File: config.mk
export PLATFORM = sky130hd
export DESIGN_NAME = nt_subckt_test_sequencer
export DESIGN_NICKNAME = d
export VERILOG_FILES = /design/src/rtl/nt_subckt_test_sequencer.sv
export SDC_FILE = /design/constraint.sdc
export NUM_CORES = 1
export LEC_CHECK = 0
export ABC_AREA = 1
export ABC_CLOCK_PERIOD_IN_PS = 3540
export CORE_MARGIN = 2
export CORE_UTILIZATION = 40
export CTS_CLUSTER_DIAMETER = 60
export DETAILED_ROUTE_END_ITERATION = 8
export MAX_ROUTING_LAYER = met4
export PLACE_DENSITY = 0.64
export SYNTH_ARGS = -nofsm -noshare
export SYNTH_HDL_FRONTEND = slang
export SYNTH_SLANG_ARGS = --single-unit
File: constraint.sdc
create_clock -name CLK -period 3.54 [get_ports CLK]
set_input_delay 0.708 -clock CLK [delete_from_list [all_inputs] [get_ports CLK]]
set_output_delay 0.708 -clock CLK [all_outputs]
set_load 0.05 [all_outputs]
File: src/rtl/nt_subckt_test_sequencer.sv
// Test sequencer for an array of replicated Nt-node subcircuits.
// Instance 0 is the golden reference; every other enabled instance is
// compared against it bit-for-bit on each applied pseudo-random pattern.
// Mismatch flags are sticky for the run and the index of the first failing
// pattern is kept for the bench top level.
module nt_subckt_test_sequencer #(
    parameter int NUM_DUT = 4,
    parameter int PAT_W   = 5,
    parameter int NUM_PAT = 16,
    parameter int SETTLE  = 2,
    parameter int RST_CYC = 2,
    localparam int IDX_W  = (NUM_PAT > 1) ? $clog2(NUM_PAT) : 1
) (
    input  logic               CLK,
    input  logic               RSTB,
    input  logic               start,
    input  logic               abort,
    input  logic [PAT_W-1:0]   seed,
    input  logic [NUM_DUT-1:0] dut_en,
    input  logic [NUM_DUT-1:0] dut_out,
    output logic [PAT_W-1:0]   dut_in,
    output logic               dut_rstb,
    output logic               busy,
    output logic               done,
    output logic [NUM_DUT-1:0] mismatch,
    output logic               fail_valid,
    output logic [IDX_W-1:0]   first_fail_idx
);

    // One counter serves both the instance-reset hold and the settle hold.
    localparam int CNT_MAX = (SETTLE > RST_CYC) ? SETTLE : RST_CYC;
    localparam int CNT_W   = $clog2(CNT_MAX + 1);

    typedef enum logic [2:0] {
        ST_IDLE    = 3'd0,
        ST_RST     = 3'd1,
        ST_APPLY   = 3'd2,
        ST_CAPTURE = 3'd3,
        ST_DONE    = 3'd4
    } state_t;

    state_t             state_r;
    logic [CNT_W-1:0]   cnt_r;
    logic [IDX_W-1:0]   idx_r;
    logic [PAT_W-1:0]   lfsr_r;
    logic [PAT_W-1:0]   dut_in_r;
    logic               dut_rstb_r;
    logic               busy_r;
    logic               done_r;
    logic [NUM_DUT-1:0] mismatch_r;
    logic               fail_valid_r;
    logic [IDX_W-1:0]   first_fail_idx_r;

    logic [NUM_DUT-1:0] fail_bits_s;
    logic [NUM_DUT-1:0] new_bits_s;
    logic [PAT_W-1:0]   seed_load_s;

    // Fibonacci LFSR step; the all-zero state is unreachable from a
    // non-zero seed, so the pattern stream never stalls.
    function automatic logic [PAT_W-1:0] lfsr_next(input logic [PAT_W-1:0] v);
        return {v[PAT_W-2:0], v[PAT_W-1] ^ v[PAT_W-3]};
    endfunction

    // A zero seed would lock the LFSR, so it is replaced by 1.
    assign seed_load_s = (seed == {PAT_W{1'b0}}) ? {{(PAT_W-1){1'b0}}, 1'b1} : seed;

    // Per-instance disagreement with the golden copy; instance 0 never flags.
    always_comb begin
        fail_bits_s = {NUM_DUT{1'b0}};
        for (int i = 0; i < NUM_DUT; i++) begin
            fail_bits_s[i] = (i != 0) ? (dut_en[i] & (dut_out[i] ^ dut_out[0])) : 1'b0;
        end
        new_bits_s = fail_bits_s & ~mismatch_r;
    end

    // Main sequencer: state, counters, LFSR and all registered outputs.
    always_ff @(posedge CLK or negedge RSTB) begin
        if (!RSTB) begin
            state_r          <= ST_IDLE;
            cnt_r            <= {CNT_W{1'b0}};
            idx_r            <= {IDX_W{1'b0}};
            lfsr_r           <= {{(PAT_W-1){1'b0}}, 1'b1};
            dut_in_r         <= {PAT_W{1'b0}};
            dut_rstb_r       <= 1'b0;
            busy_r           <= 1'b0;
            done_r           <= 1'b0;
            mismatch_r       <= {NUM_DUT{1'b0}};
            fail_valid_r     <= 1'b0;
            first_fail_idx_r <= {IDX_W{1'b0}};
        end else if (abort && (state_r != ST_IDLE)) begin
            // Results gathered so far stay visible; instances get one reset cycle.
            state_r    <= ST_IDLE;
            cnt_r      <= {CNT_W{1'b0}};
            dut_rstb_r <= 1'b0;
            busy_r     <= 1'b0;
            done_r     <= 1'b0;
        end else begin
            case (state_r)
                ST_IDLE: begin
                    done_r <= 1'b0;
                    if (start) begin
                        state_r          <= ST_RST;
                        cnt_r            <= {CNT_W{1'b0}};
                        idx_r            <= {IDX_W{1'b0}};
                        lfsr_r           <= seed_load_s;
                        dut_rstb_r       <= 1'b0;
                        busy_r           <= 1'b1;
                        mismatch_r       <= {NUM_DUT{1'b0}};
                        fail_valid_r     <= 1'b0;
                        first_fail_idx_r <= {IDX_W{1'b0}};
                    end else begin
                        dut_rstb_r <= 1'b1;
                        busy_r     <= 1'b0;
                    end
                end
                ST_RST: begin
                    if (cnt_r == CNT_W'(RST_CYC - 1)) begin
                        state_r    <= ST_APPLY;
                        cnt_r      <= {CNT_W{1'b0}};
                        dut_rstb_r <= 1'b1;
                        dut_in_r   <= lfsr_r;
                    end else begin
                        cnt_r      <= cnt_r + CNT_W'(1);
                        dut_rstb_r <= 1'b0;
                    end
                end
                ST_APPLY: begin
                    if (cnt_r == CNT_W'(SETTLE - 1)) begin
                        state_r <= ST_CAPTURE;
                        cnt_r   <= {CNT_W{1'b0}};
                    end else begin
                        cnt_r <= cnt_r + CNT_W'(1);
                    end
                end
                ST_CAPTURE: begin
                    mismatch_r <= mismatch_r | fail_bits_s;
                    if ((new_bits_s != {NUM_DUT{1'b0}}) && !fail_valid_r) begin
                        fail_valid_r     <= 1'b1;
                        first_fail_idx_r <= idx_r;
                    end else begin
                        fail_valid_r <= fail_valid_r;
                    end
                    if (idx_r == IDX_W'(NUM_PAT - 1)) begin
                        state_r <= ST_DONE;
                        done_r  <= 1'b1;
                    end else begin
                        // Instance flops keep their state across patterns on purpose.
                        state_r  <= ST_APPLY;
                        idx_r    <= idx_r + IDX_W'(1);
                        lfsr_r   <= lfsr_next(lfsr_r);
                        dut_in_r <= lfsr_next(lfsr_r);
                    end
                end
                ST_DONE: begin
                    state_r    <= ST_IDLE;
                    done_r     <= 1'b0;
                    busy_r     <= 1'b0;
                    dut_rstb_r <= 1'b1;
                end
                default: begin
                    state_r    <= ST_IDLE;
                    cnt_r      <= {CNT_W{1'b0}};
                    done_r     <= 1'b0;
                    busy_r     <= 1'b0;
                    dut_rstb_r <= 1'b0;
                end
            endcase
        end
    end

    assign dut_in         = dut_in_r;
    assign dut_rstb       = dut_rstb_r;
    assign busy           = busy_r;
    assign done           = done_r;
    assign mismatch       = mismatch_r;
    assign fail_valid     = fail_valid_r;
    assign first_fail_idx = first_fail_idx_r;

endmodule

# Word level (Yosys, flattened, before mapping)
# Index checks and enable logic that the tools add are counted.
[op_classes]
add_sub_neg = 2
n_eq_ne = 18
n_mux = 35
bitwise = 11
reduce_logical = 20
[op_table]
columns = ["operator", "count"]
rows = [
  ["$pmux 4 s2", 3],
  ["$mux 5", 4],
  ["$pmux 5 s2", 2],
  ["$mux 3", 5],
  ["$mux 4", 3],
  ["$ne 3x3->1 const B", 4],
  ["$pmux 3 s4", 1],
  ["$reduce_and 4->1", 3],
  ["$mux 1", 9],
  ["$ne 2x1->1 const B", 4],
  ["$ne 2x2->1 const B", 4],
  ["$eq 3x2->1 const B", 2],
  ["$mux 2", 3],
  ["$pmux 1 s2", 3],
  ["$pmux 2 s3", 1],
  ["$reduce_and 3->1", 2],
  ["$reduce_or 2->1", 3],
  ["$logic_not 5->1", 1],
  ["$add 4x1->4 const B", 1],
  ["$and 4x4->4", 1],
  ["$eq 4x4->1 const B", 1],
  ["$not 4->4", 1],
  ["$or 4x4->4", 1],
  ["$pmux 1 s4", 1],
  ["15 further kinds", 23],
]
[totals]
ff_bits = 31
in_bits = 17
out_inout_bits = 17
wordCells = 97

# Longest topological paths before layout
[logic_depth]
ltp_word = 7
mapped_depth = 10
ltp_nobuf = 9

# Worst setup path after synthesis
# Ideal clock, no wire load.
[synth_path]
path_kind = "input to register"
from = "in abort"
to = "reg lfsr_r[1]"
setup_time_ns = 0.127
arrival_ns = 1.357
setup_slack_ns = 2.056
path_stages = 7
cell_sequence = "inv_1 > nand2_2 > nand2_4 > nand2_4 > buf_6 > a22oi_1 > o21ai_1"
[synth_via]
elab_chain_cells = 3
[synth_lines]
columns = ["element", "line_no", "source"]
rows = [
  ["from (decl)", "17", "input logic abort,"],
  ["$logic_and 1x1->1", "90", "end else if (abort && (state_r != ST_IDLE)) begin"],
  ["$not 1->1 (no line)", "--", ""],
  ["$reduce_and 4->1 (no line)", "--", ""],
  ["to (signal assigned)", "82", "lfsr_r <= {{(PAT_W-1){1'b0}}, 1'b1};"],
  ["to (signal assigned)", "105", "lfsr_r <= seed_load_s;"],
  ["to (signal assigned)", "150", "lfsr_r <= lfsr_next(lfsr_r);"],
  ["to (decl)", "45", "logic [PAT_W-1:0] lfsr_r;"],
]
# Every way passes these cells.
# A chain may end at the register's enable or synchronous reset.

# Worst setup path in the final report
[layout_path]
from = "reg fail_valid_r, in the netlist fail_valid"
to = "out fail_valid"
[layout_rtl]
columns = ["element", "line_no", "source"]
rows = [
  ["from (decl)", "51", "logic fail_valid_r;"],
  ["from (signal assigned)", "141", "fail_valid_r <= fail_valid_r;"],
  ["to (decl)", "26", "output logic fail_valid,"],
]
# No word-level cell between the ends.

==> results.yml <==
job:
  drv_cap: 0
cts:
  cts_tree: "built"
  clockBufferDepth: 2
  clk_latency_ps: 280
  numCtsBuffers: 5
  hold_buffers: 0
  root_buffer: "clkbuf_8"
  htreeDepth: 2
  cts.sinks: 30
  postCtsSetupRepairBufs: 0
  clk_pin_slew_ps: 60
  ctsResizeCount: 0
layout:
  layout-drive-gt1-share: 0.0909
  final_common_cell: "nand2_1"
  antennaDiodeCount: 0
  layout_common_cells: "52 x nand2_1, 31 x clkdlybuf4s50_1, 29 x dfrtp_1"
  synthToLayoutAreaGrowth_pct: 27.8
  layout.nets: 248
  finalInstanceArea_sq_um: 1990
global_route:
  grt_pass1_vias: 1322
  grt_pass1_wl_microns: 5660
  grtUsageTotal: 0.174
  grt_max_degree: 31
  grt_overflow: 0
  antenna_found_initial: 0
placement:
  dp_slack_ps: 1380
  gp_congestion: 0.824
  hpwl_microns: 2380
  post_dp_cell_area_sq_um: 1900
  io_buffers: 31
setup_path:
  path_buf_inv: 1
  slowest_delay_ps: 810
  cp_slowest_cell: "clkdlybuf4s50_1"
  setup.worst_path.start_class: "flop"
  reg2reg_from: "state_r[2]"
  worstPathArrival_ps: 1460
  rr_worst_depth: 9
  cp_top_family: "buffers and inverters"
  path_max_fanout: 3
  rrSetupSlack_ps: 1830
  path_class: "flop to primary output"
  cp-end-kind: "primary output"
  path_cells: "clkdlybuf4s50_1"
  crit_required_ps: 2830
  r2r_end: "lfsr_r[3]"
hold_path:
  min_path_cells: 2
  worstHoldStart: "first_fail_idx[0]"
  min_to: "first_fail_idx[0]"
  hp-class: "flop to flop"
sta:
  fin_crit_sh: 0.614
  min_period_ps: 2170
  fin_skew_ps: 8.21
  hold_viol_final: 0
  final-max-slew-violation-count: 0
  worst_slew_pin_slew_ps: 503
  fin_tns_setup_ps: 0
  setup_viol: 0
  setup_ws_ps: 1370
  fin_hold_ws_ps: 472
  max_slew_margin: 0.664
  rsz0062_at_grt: "no"
  fmax_mhz: 460
yosys:
  synth-seq-cells: 30
  synth_warnings: 0
  yosysSeqAreaShare: 0.484
  avgSynthCellArea_sq_um: 7.98
  syn_inst: 195
  synth_nets: 213
  synth_cell_type_count: 29
  netlist_area_sq_um: 1560
detailed_routing:
  drt_wl_total_microns: 3150
  first_iter_violations: 68
  routed_via_density: 4.86
  ant_nets: 0
  drc: 0
  wire_per_inst_microns: 11.3
  first_pass_iters: 4
  num_vias: 1357
power_and_ir_drop:
  ir_drop_mv: 0.344
  power.density_nw_per_um2: 805
  leakagePower_nw: 0.951
die:
  coreArea_sq_um: 3690
  die_h_microns: 66.4
  die_area_sq_um: 4400
  pin_count: 34
  fp-row-count: 22
  fp.dieW_microns: 66.4
  initial_core_util: 0.422
run_status:
  status: "finished clean"
==> layout make-up <==
cell class,instances,area [sq um]
fillers,365,1700
flip-flops and latches,30,752
multi-input cells,134,667
repair buffers,32,318
inverters,27,101
clock buffers,8,90.1
well taps,48,60.1
==> layer usage <==
metal	vias up	part of all wire	GRT usage
met2	31	0.45	0.271
met1	619	0.48	0.216
li1	701	-	-
met4	0	0.013	0.0612
met3	6	0.058	0.0528
met5	-	0	-
==> cells in the mapped netlist (all sizes together) <==
| cell | n | area, sq um |
|---|---|---|
| nand3 | 12 | 60.1 |
| nor4 | 1 | 6.26 |
| o211ai | 2 | 15.0 |
| xor2 | 1 | 8.76 |
| inv | 27 | 101 |
| a31oi | 7 | 43.8 |
| dfstp | 1 | 26.3 |
| conb | 1 | 3.75 |
| or2 | 1 | 6.26 |
| nor3 | 1 | 5.00 |
| nor2 | 21 | 86.3 |
| dfrtp | 29 | 726 |
| buf | 4 | 35.0 |
| nand2 | 58 | 248 |
| o21a | 1 | 7.51 |
| ha | 1 | 12.5 |
| nand4 | 7 | 43.8 |
| o21ai | 11 | 58.8 |
| a21oi | 7 | 46.3 |
| a22oi | 2 | 15.0 |
==> cell families after synthesis <==
group,after synthesis,synth area share
xor+xnor,1,0.00563
flops,30,0.484
other cells,1,0.00241
fa+ha+maj,1,0.00804
compound gates,30,0.120
simple gates,101,0.293
buf+inv,31,0.0877
==> worst max-delay path by stage <==
stage                     slack [ps]       start                end  cells after the start
after floorplan                 2060       abort          lfsr_r[1]                      7
after global placement          1390  dut_out[0]  first_fail_idx[0]                     10
after detailed placement        1380  dut_out[0]  first_fail_idx[2]                     10
after CTS                       1350  fail_valid         fail_valid                      1
after global routing            1320  fail_valid         fail_valid                      1
final                           1370  fail_valid         fail_valid                      1
==> tightest hold or removal path, stage by stage (launching register included) <==
cell	delay, ps
dfrtp_1	340
nand2_1	50
nand2_1	50
==> where the power goes <==
part	switching, W	internal (W)	total [W]	leakage (nW)
registers	0.0000760	0.000460	0.000536	0.380
clock network	0.000123	0.000158	0.000281	0.0455
logic	0.000523	0.000260	0.000782	0.525
==> registers in the layout (all words and copies together), names as in the netlist, 2 cells and up <==
register / cells
state_r: 3
lfsr_r: 5
mismatch: 3
cnt_r: 2
dut_in: 5
first_fail_idx: 4
idx_r: 4
==> per-stage QoR <==
stage               utilization  instances  power [W]
finish                    0.539        279    0.00160
global route              0.539        279    0.00173
CTS                       0.539        279    0.00162
detailed placement        0.515        271    0.00133
global placement          0.515        271    0.00132
floorplan                     -        195    0.00112
Note: power is estimated with default switching activity, not from simulation.
